$ cat src/rtl/frame_stream_assembler_pkg.sv
// Shared sizing, bus word and stream entry types for the frame stream assembler.
package frame_stream_assembler_pkg;
  localparam int PIXEL_ARRAY_WIDTH  = 8;
  localparam int PIXEL_ARRAY_HEIGHT = 4;
  localparam int OUTPUT_BUS_WIDTH   = 2;
  localparam int PIXEL_BITS         = 10;
  localparam int WORD_BITS          = OUTPUT_BUS_WIDTH * PIXEL_BITS;
  localparam int WORDS_PER_ROW      = PIXEL_ARRAY_WIDTH / OUTPUT_BUS_WIDTH;

  typedef logic [WORD_BITS-1:0] bus_word_t;

  typedef struct packed {
    logic      sof;
    logic      eof;
    logic      sor;
    logic      eor;
    bus_word_t data;
  } stream_entry_t;

  // Modulo-2^16 sum of every pixel slice in a bus word.
  function automatic logic [15:0] word_pixel_sum(input bus_word_t w);
    logic [15:0] s;
    s = '0;
    for (int i = 0; i < OUTPUT_BUS_WIDTH; i++)
      s = s + 16'(w[i*PIXEL_BITS +: PIXEL_BITS]);
    return s;
  endfunction
endpackage

$ cat src/rtl/frame_stream_assembler_stream_fifo.sv
// First-word-fall-through FIFO; a push into a full FIFO is accepted only when
// a pop happens in the same cycle, otherwise it is dropped and DROP pulses.
module stream_fifo #(
  parameter int WIDTH = 8,
  parameter int DEPTH = 8
) (
  input  logic             CLK,
  input  logic             RESET,
  input  logic             WR_EN,
  input  logic [WIDTH-1:0] WR_DATA,
  input  logic             RD_EN,
  output logic [WIDTH-1:0] RD_DATA,
  output logic             EMPTY,
  output logic             DROP
);
  localparam int AW = (DEPTH > 1) ? $clog2(DEPTH) : 1;

  logic [WIDTH-1:0] mem [DEPTH];
  logic [AW-1:0]    wr_ptr, rd_ptr;
  logic [AW:0]      count;
  logic             full, push, pop;

  assign EMPTY = (count == '0);
  assign full  = (count == (AW+1)'(DEPTH));
  assign pop   = RD_EN & ~EMPTY;
  assign push  = WR_EN & (~full | pop);
  assign DROP  = WR_EN & full & ~pop;
  // Head reads as zero while empty so outputs are clean after reset.
  assign RD_DATA = EMPTY ? '0 : mem[rd_ptr];

  always_ff @(posedge CLK) begin
    if (!RESET) begin
      wr_ptr <= '0;
      rd_ptr <= '0;
      count  <= '0;
    end else begin
      if (push) wr_ptr <= wr_ptr + 1'b1;
      if (pop)  rd_ptr <= rd_ptr + 1'b1;
      case ({push, pop})
        2'b10:   count <= count + 1'b1;
        2'b01:   count <= count - 1'b1;
        default: count <= count;
      endcase
    end
  end

  always_ff @(posedge CLK) begin
    if (push) mem[wr_ptr] <= WR_DATA;
  end
endmodule

$ cat src/rtl/frame_stream_assembler.sv
// Tags output-buffer bus words with frame/row markers and queues them for readout.
// Optional FRAME_SUM output enabled by FRAME_STREAM_ASSEMBLER_FRAME_SUM_EN.
module frame_stream_assembler
  import frame_stream_assembler_pkg::*;
#(
  parameter int FIFO_DEPTH = 8,
  parameter int ROWS       = PIXEL_ARRAY_HEIGHT
) (
  input  logic                 CLK,
  input  logic                 RESET,
  input  logic                 FRAME_START,
  input  logic                 BUS_VALID,
  input  logic [WORD_BITS-1:0] BUS_DATA,
  output logic                 OUT_VALID,
  input  logic                 OUT_READY,
  output logic [WORD_BITS-1:0] OUT_DATA,
  output logic                 OUT_SOF,
  output logic                 OUT_EOF,
  output logic                 OUT_SOR,
  output logic                 OUT_EOR,
  output logic                 OVERFLOW,
  output logic                 ALIGN_ERR,
`ifdef FRAME_STREAM_ASSEMBLER_FRAME_SUM_EN
  output logic [15:0]          FRAME_SUM,
`endif
  input  logic                 ERR_CLEAR
);
  localparam int WCW = (WORDS_PER_ROW > 1) ? $clog2(WORDS_PER_ROW) : 1;
  localparam int RCW = (ROWS > 1) ? $clog2(ROWS) : 1;
  localparam logic [WCW-1:0] WC_LAST = WCW'(WORDS_PER_ROW - 1);
  localparam logic [RCW-1:0] RC_LAST = RCW'(ROWS - 1);

  logic [WCW-1:0] word_cnt, wc_eff, wc_nxt;
  logic [RCW-1:0] row_cnt, rc_eff, rc_nxt;
  logic           bv_q, misalign, drop, empty;
  stream_entry_t  entry, head;

  always_comb begin
    wc_eff     = FRAME_START ? '0 : word_cnt;
    rc_eff     = FRAME_START ? '0 : row_cnt;
    entry.data = BUS_DATA;
    entry.sor  = (wc_eff == '0);
    entry.eor  = (wc_eff == WC_LAST);
    entry.sof  = entry.sor & (rc_eff == '0);
    entry.eof  = entry.eor & (rc_eff == RC_LAST);
    misalign   = bv_q & ~BUS_VALID & (word_cnt != '0);
    wc_nxt     = wc_eff;
    rc_nxt     = rc_eff;
    if (BUS_VALID) begin
      if (entry.eor) begin
        wc_nxt = '0;
        rc_nxt = (rc_eff == RC_LAST) ? '0 : rc_eff + 1'b1;
      end else begin
        wc_nxt = wc_eff + 1'b1;
      end
    end else if (misalign && !FRAME_START) begin
      // A truncated row still consumes a row slot.
      wc_nxt = '0;
      rc_nxt = (row_cnt == RC_LAST) ? '0 : row_cnt + 1'b1;
    end
  end

  always_ff @(posedge CLK) begin
    if (!RESET) begin
      word_cnt  <= '0;
      row_cnt   <= '0;
      bv_q      <= 1'b0;
      OVERFLOW  <= 1'b0;
      ALIGN_ERR <= 1'b0;
    end else begin
      word_cnt  <= wc_nxt;
      row_cnt   <= rc_nxt;
      bv_q      <= BUS_VALID;
      OVERFLOW  <= drop | (OVERFLOW & ~ERR_CLEAR);
      ALIGN_ERR <= misalign | (ALIGN_ERR & ~ERR_CLEAR);
    end
  end

  stream_fifo #(.WIDTH($bits(stream_entry_t)), .DEPTH(FIFO_DEPTH)) u_fifo (
    .CLK     (CLK),
    .RESET   (RESET),
    .WR_EN   (BUS_VALID),
    .WR_DATA (entry),
    .RD_EN   (OUT_READY),
    .RD_DATA (head),
    .EMPTY   (empty),
    .DROP    (drop)
  );

  assign OUT_VALID = ~empty;
  assign OUT_DATA  = head.data;
  assign OUT_SOF   = head.sof;
  assign OUT_EOF   = head.eof;
  assign OUT_SOR   = head.sor;
  assign OUT_EOR   = head.eor;

`ifdef FRAME_STREAM_ASSEMBLER_FRAME_SUM_EN
  // Dropped words still count toward the sum: accumulate on capture, not on push.
  logic [15:0] acc, acc_nxt;
  assign acc_nxt = (entry.sof ? 16'd0 : acc) + word_pixel_sum(BUS_DATA);

  always_ff @(posedge CLK) begin
    if (!RESET) begin
      acc       <= '0;
      FRAME_SUM <= '0;
    end else if (BUS_VALID) begin
      acc <= acc_nxt;
      if (entry.eof) FRAME_SUM <= acc_nxt;
    end
  end
`endif
endmodule

$ cat config.mk
export PLATFORM = sky130hd
export DESIGN_NAME = frame_stream_assembler
export DESIGN_NICKNAME = d
export VERILOG_FILES = /design/src/rtl/frame_stream_assembler_pkg.sv /design/src/rtl/frame_stream_assembler_stream_fifo.sv /design/src/rtl/frame_stream_assembler.sv
export SDC_FILE = /design/constraint.sdc
export NUM_CORES = 1
export LEC_CHECK = 0
export ABC_AREA = 1
export CAP_MARGIN = 25
export CORE_MARGIN = 1.5
export CORE_UTILIZATION = 35
export CTS_CLUSTER_SIZE = 30
export DETAILED_ROUTE_END_ITERATION = 16
export SLEW_MARGIN = 25
export SYNTH_ARGS = -nofsm -noshare
export SYNTH_HDL_FRONTEND = slang
export SYNTH_HIERARCHICAL = 1
export SYNTH_SLANG_ARGS = --single-unit
$ cat constraint.sdc
create_clock -name CLK -period 6.9 [get_ports CLK]
set_input_delay 1.38 -clock CLK [delete_from_list [all_inputs] [get_ports CLK]]
set_output_delay 1.38 -clock CLK [all_outputs]
set_load 0.02 [all_outputs]
---- Word level (Yosys, flattened, before mapping) ----
Memories as Yosys holds them, arrays and structs flattened. A register that Yosys moved wholly into a read port is not among the register bits.
Index checks and enable logic that the tools add are counted.
storage, ports and cells
  bits in registers ....................... 17
  RAM bits ................................ 192
  input port bits ......................... 26
  memories kept ........................... 1
cells by class
  add/sub/neg operators ................... 7
  eq/ne operators ......................... 6
  mux-type cells .......................... 16
  bitwise logic cells ..................... 18
  reductions and logical operators ........ 7
memory list
  memory      words  width  read ports  clocked after memory_dff  wr ports  RTL line                                  text
  u_fifo.mem  8      24     1           1                         1         frame_stream_assembler_stream_fifo.sv:18  logic [WIDTH-1:0] mem [DEPTH];
operator list
  operator             number
  $mux 24              1
  $mux 2               10
  $and 1x1->1          10
  $eq 2x2->1 const B   4
  $pmux 4 s2           1
  $add 2x1->2 const B  3
  $add 3x1->3 const B  2
  $mux 3               2
  $not 1->1            5
  $add 4x1->4 const B  1
  $eq 4x4->1 const B   1
  $logic_not 2->1      2
  $logic_not 4->1      1
  $reduce_bool 2->1    2
  $sub 4x1->4 const B  1
  $or 1x1->1           3
  $eq 2x1->1 const B   1
  $mux 1               2
  $logic_and 1x1->1    1
  $logic_not 1->1      1

---- Logic depth before layout (Yosys ltp) ----
  depth after elaboration ................. 7
  gate-level depth with buffers ........... 11
  depth with buffers taken out ............ 11

---- Cells and area by module ----
The synthesis kept the hierarchy.
by module, submodules not included
  module                  times used  cells an instance  area each (µm²)
  stream_fifo             1           649                8,144.1
  frame_stream_assembler  1           70                 439.2

---- Worst setup path after synthesis ----
No wires, ideal clock.
  path kind ............................... in2reg
  start point ............................. input OUT_READY
  end point ............................... memory u_fifo/mem[0][0] in the netlist's numbering, enable pin
  library setup time ...................... 0.405 ns
  arrival time ............................ 2.781 ns
  data required time ...................... 6.495 ns
  path slack .............................. 3.714 ns
  cell stages on the path ................. 6
  cells stage by stage .................... nor2_1 -> nand3_2 -> nand2_2 -> inv_2 -> nand2_1 -> nor2_1
on the way
  word-level cells in the longest chain between the ends .. 5
RTL lines
  item                          RTL line                                  text
  start: declaration            frame_stream_assembler.sv:15              input logic OUT_READY,
  $and 1x1->1                   frame_stream_assembler_stream_fifo.sv:25  assign pop = RD_EN & ~EMPTY;
  $or 1x1->1                    frame_stream_assembler_stream_fifo.sv:26  assign push = WR_EN & (~full | pop);
  $and 1x1->1                   frame_stream_assembler_stream_fifo.sv:26
  $mux 1                        frame_stream_assembler_stream_fifo.sv:48  if (push) mem[wr_ptr] <= WR_DATA;
  $mux 1 (not written as such)  frame_stream_assembler_stream_fifo.sv:48
  end: declaration              frame_stream_assembler_stream_fifo.sv:18
No other way between the ends.

==> results.toml <==
[critical_path]
critPathLaunchType = "flip-flop"
cp_max_fo = 49
cpLargestDelayFamily = "buffers and inverters"
crit_buf_inv = 4
cp_cell_sequence = "buf_4 > inv_1 > buf_4 > o21ai_0 > o22ai_1 > o21ai_0 > a31oi_1 > clkdlybuf4s50_1"
cpPeakStageDelay_ns = 0.69
end_kind = "output port"
slowest_stage = "clkdlybuf4s50_1"
cp_data_arrival_time_ns = 3.38
crit_type = "flip-flop to output port"
cp_num_cells = 8
rr_worst_depth = 7
cp.required_ns = 5.52

[floorplanning]
io_pins = 53
die_area_sq_mm = 0.0255
rows = 57
initial_core_util = 0.355
die_w_um = 160
core_area_sq_mm = 0.0242
die_h_um = 160

[placed_design]
place_hpwl_mm = 9.87
place_ws_ns = 2.70
place.gp.congestion = 0.775
placed_cells = 1068
placed_area_sq_mm = 0.00942
portBuffers = 52

[global_route]
grt_use_total = 0.143
antenna_found_initial = 0
grt_overflow_total = 0
first_global_vias = 5361
grt_pass1_wl_mm = 29.0
grt_max_degree = 97

[route]
drc = 0
wl_per_cell_um = 16.3
post_drt_via_cell_ratio = 4.88
detail-route-antenna-nets = 0
drtIter0Drc = 338
drt_pass1_iterations = 5
vias = 5403
wl_mm = 18.1

[clocking]
cts_max_level = 1
postCtsSetupBuffers = 0
hold_buffers = 0
ctsLongestPathBuffers = 3
path_clk_slew_ns = 0.06
cts_resized = 0
clk_root_buffer_cell = "clkbuf_16"
cts_buffers = 23
cts_tree = "done"
clk_latency_ns = 0.52
cts_sinks = 212

[synth]
syn_avg_cell_area_sq_um = 11.9
synth-simple-area-share = 0.108
ys_types = 30
synth_xor_area_frac = 0.00204
synthMuxAreaShare = 0
syn_inst = 719
synth_adder_area_share = 0.0117
syn_nets = 753
ys_warn_count = 6
synthesis.area_sq_mm = 0.00858
synth_compound_area_frac = 0.120
synth_top_family_by_area = "compound AO/OA/AOI/OAI gates"
synth_seq_area_share = 0.718
synth-seq-cells = 212

[sta]
tightestPinTransition_ns = 1.02
finalWorstSetupSlack_ns = 2.14
fin_crit_sh = 0.689
max_freq_mhz = 210
grt_setup_unrepaired = "no"
min_period_ns = 4.76
setup_tns_ns = 0
maxSlewViolCount = 0
finClkSkew_ns = 0.0210
setup_viol = 0
max_slew_margin = 0.319
report.final.hold_viol_count = 0

[power_and_ir_drop]
powerDensity_mw_per_mm2 = 342
max-vdd-ir-drop_mv = 0.155
power_leakage_nw = 3.47

[run_status]
outcome = "finished, final reports clean"

[hold_path]
hold_path_class = "flip-flop to flip-flop"
hold_path_depth = 2

[cells_and_area]
syn2layout_area_growth_pct = 18.1
utilization = 0.419
regArea_sq_mm = 0.00617
nets = 803
final_cells = 1108
multiInputGateArea_sq_mm = 0.00209
drive_gt1_frac = 0.0957
nFillCells = 2237
antenna_cells = 0
final_area_sq_mm = 0.0101

[run]
maxCapViolations = 0
## worst reg2reg max path, cell delays in order, from the launching register on
cell and delay (ns):
dfxtp_1 0.42, nor2_1 0.09, nand3_2 0.09, nand2_2 0.08, inv_2 0.11, nand2_1 0.17
nor2_2 0.63, buf_4 0.39
## through the flow
stage / total power, mW / hold WS [ns]
4_1_cts: 3.50 / 0.470
5_1_grt: 3.63 / 0.498
3_5_place_dp: 2.34 / 0.461
3_3_place_gp: 2.33 / 0.447
2_1_floorplan: 2.03 / 0.433
6_report: 3.47 / 0.470
## sequential cells by signal, indices dropped and copies added (netlist names), named ones only
register / flops
bv_q: 1
u_fifo/mem: 192
u_fifo/count: 4
word_cnt: 2
ALIGN_ERR: 1
row_cnt: 2
OVERFLOW: 1
u_fifo/wr_ptr: 3
u_fifo/rd_ptr: 3
## layer usage
layer  up-vias  wire length [um]  global-route usage
met5         -                 0                   0
met4         0               262              0.0317
met2       118              8620               0.241
met1      2598              8340               0.192
met3        21               849              0.0250
li1       2666                 -                   -
## logic make-up after synthesis
| logic type | Yosys count |
|---|---|
| AOI/OAI and AO/OA | 190 |
| xor gates and xnor gates | 2 |
| adders and majority gates | 8 |
| buffers and inverters | 77 |
| DFF | 212 |
| and+or+nand+nor | 230 |
## layout make-up
type	count	share of cell area
Sequential cell	212	0.609
Timing Repair Buffer	64	0.0602
Inverter	38	0.0144
Multi-Input combinational cell	430	0.206
Clock buffer	27	0.0583
Clock inverter	13	0.0121
Tap cell	324	0.0400
## power by group
part           internal (mW)  total (mW)  leakage [nW]  switching (mW)
registers               1.45        1.47          1.91          0.0204
clock network          0.687        1.16         0.351           0.476
logic                  0.302       0.828          1.21           0.526
total                   2.44        3.47          3.47            1.02
## path summary, 6_finish.rpt
check	from	to	slack, ns
hold / removal	u_fifo/rd_ptr[2]$_SDFFE_PN0N_	u_fifo/rd_ptr[2]$_SDFFE_PN0N_	0.47
setup reg to reg	u_fifo/count[2]$_SDFFE_PN0P_	u_fifo/mem[4][1]$_DFFE_PP_	4.62
hold reg to reg	u_fifo/rd_ptr[2]$_SDFFE_PN0N_	u_fifo/rd_ptr[2]$_SDFFE_PN0N_	0.47
setup / recovery	flip-flop	OUT_SOF	2.14
## cell usage in the layout, fill, tap and decap left out, types with 2 or more instances in the layout
cell,count
clkbuf_16,23
a21oi_1,11
clkbuf_1,4
nor2_2,9
clkinv_2,5
nand2_2,6
nand3_2,2
o21ai_0,104
o211ai_1,2
nor2_1,164
nand3_1,9
edfxtp_1,192
a31oi_1,24
nand2_1,36
clkinv_1,6
o21ai_1,23
inv_1,29
bufinv_16,2
dfxtp_2,2
dfxtp_1,18
ha_1,8
inv_2,7
xor2_1,2
clkdlybuf4s50_1,52
buf_4,12
o22ai_1,24
## Yosys cell counts
cell / number / area share
inv_1: 29 / 0.013
nand2_2: 6 / 0.0044
dfxtp_1: 20 / 0.047
a21oi_2: 1 / 0.0010
or2_2: 1 / 0.00073
nand3_1: 9 / 0.0052
xor2_1: 2 / 0.0020
o211ai_1: 2 / 0.0017
buf_6: 3 / 0.0039
a21oi_1: 11 / 0.0064
o22ai_1: 24 / 0.017
nand4_1: 1 / 0.00073
nand2_1: 36 / 0.016
o21ai_1: 23 / 0.013
buf_2: 13 / 0.0076
clkinv_2: 1 / 0.00058
edfxtp_1: 192 / 0.67
ha_1: 8 / 0.012
nor2_2: 1 / 0.00073
o21ai_0: 104 / 0.061
nor2_1: 172 / 0.075
nand2_4: 1 / 0.0013
nand3_2: 2 / 0.0023
nand4_2: 1 / 0.0015
clkbuf_1: 19 / 0.0083
a211oi_2: 1 / 0.0015
inv_2: 7 / 0.0031
buf_4: 4 / 0.0035
a31oi_1: 24 / 0.017
inv_4: 1 / 0.00073
No activity file was read; power rests on OpenSTA's default activity.
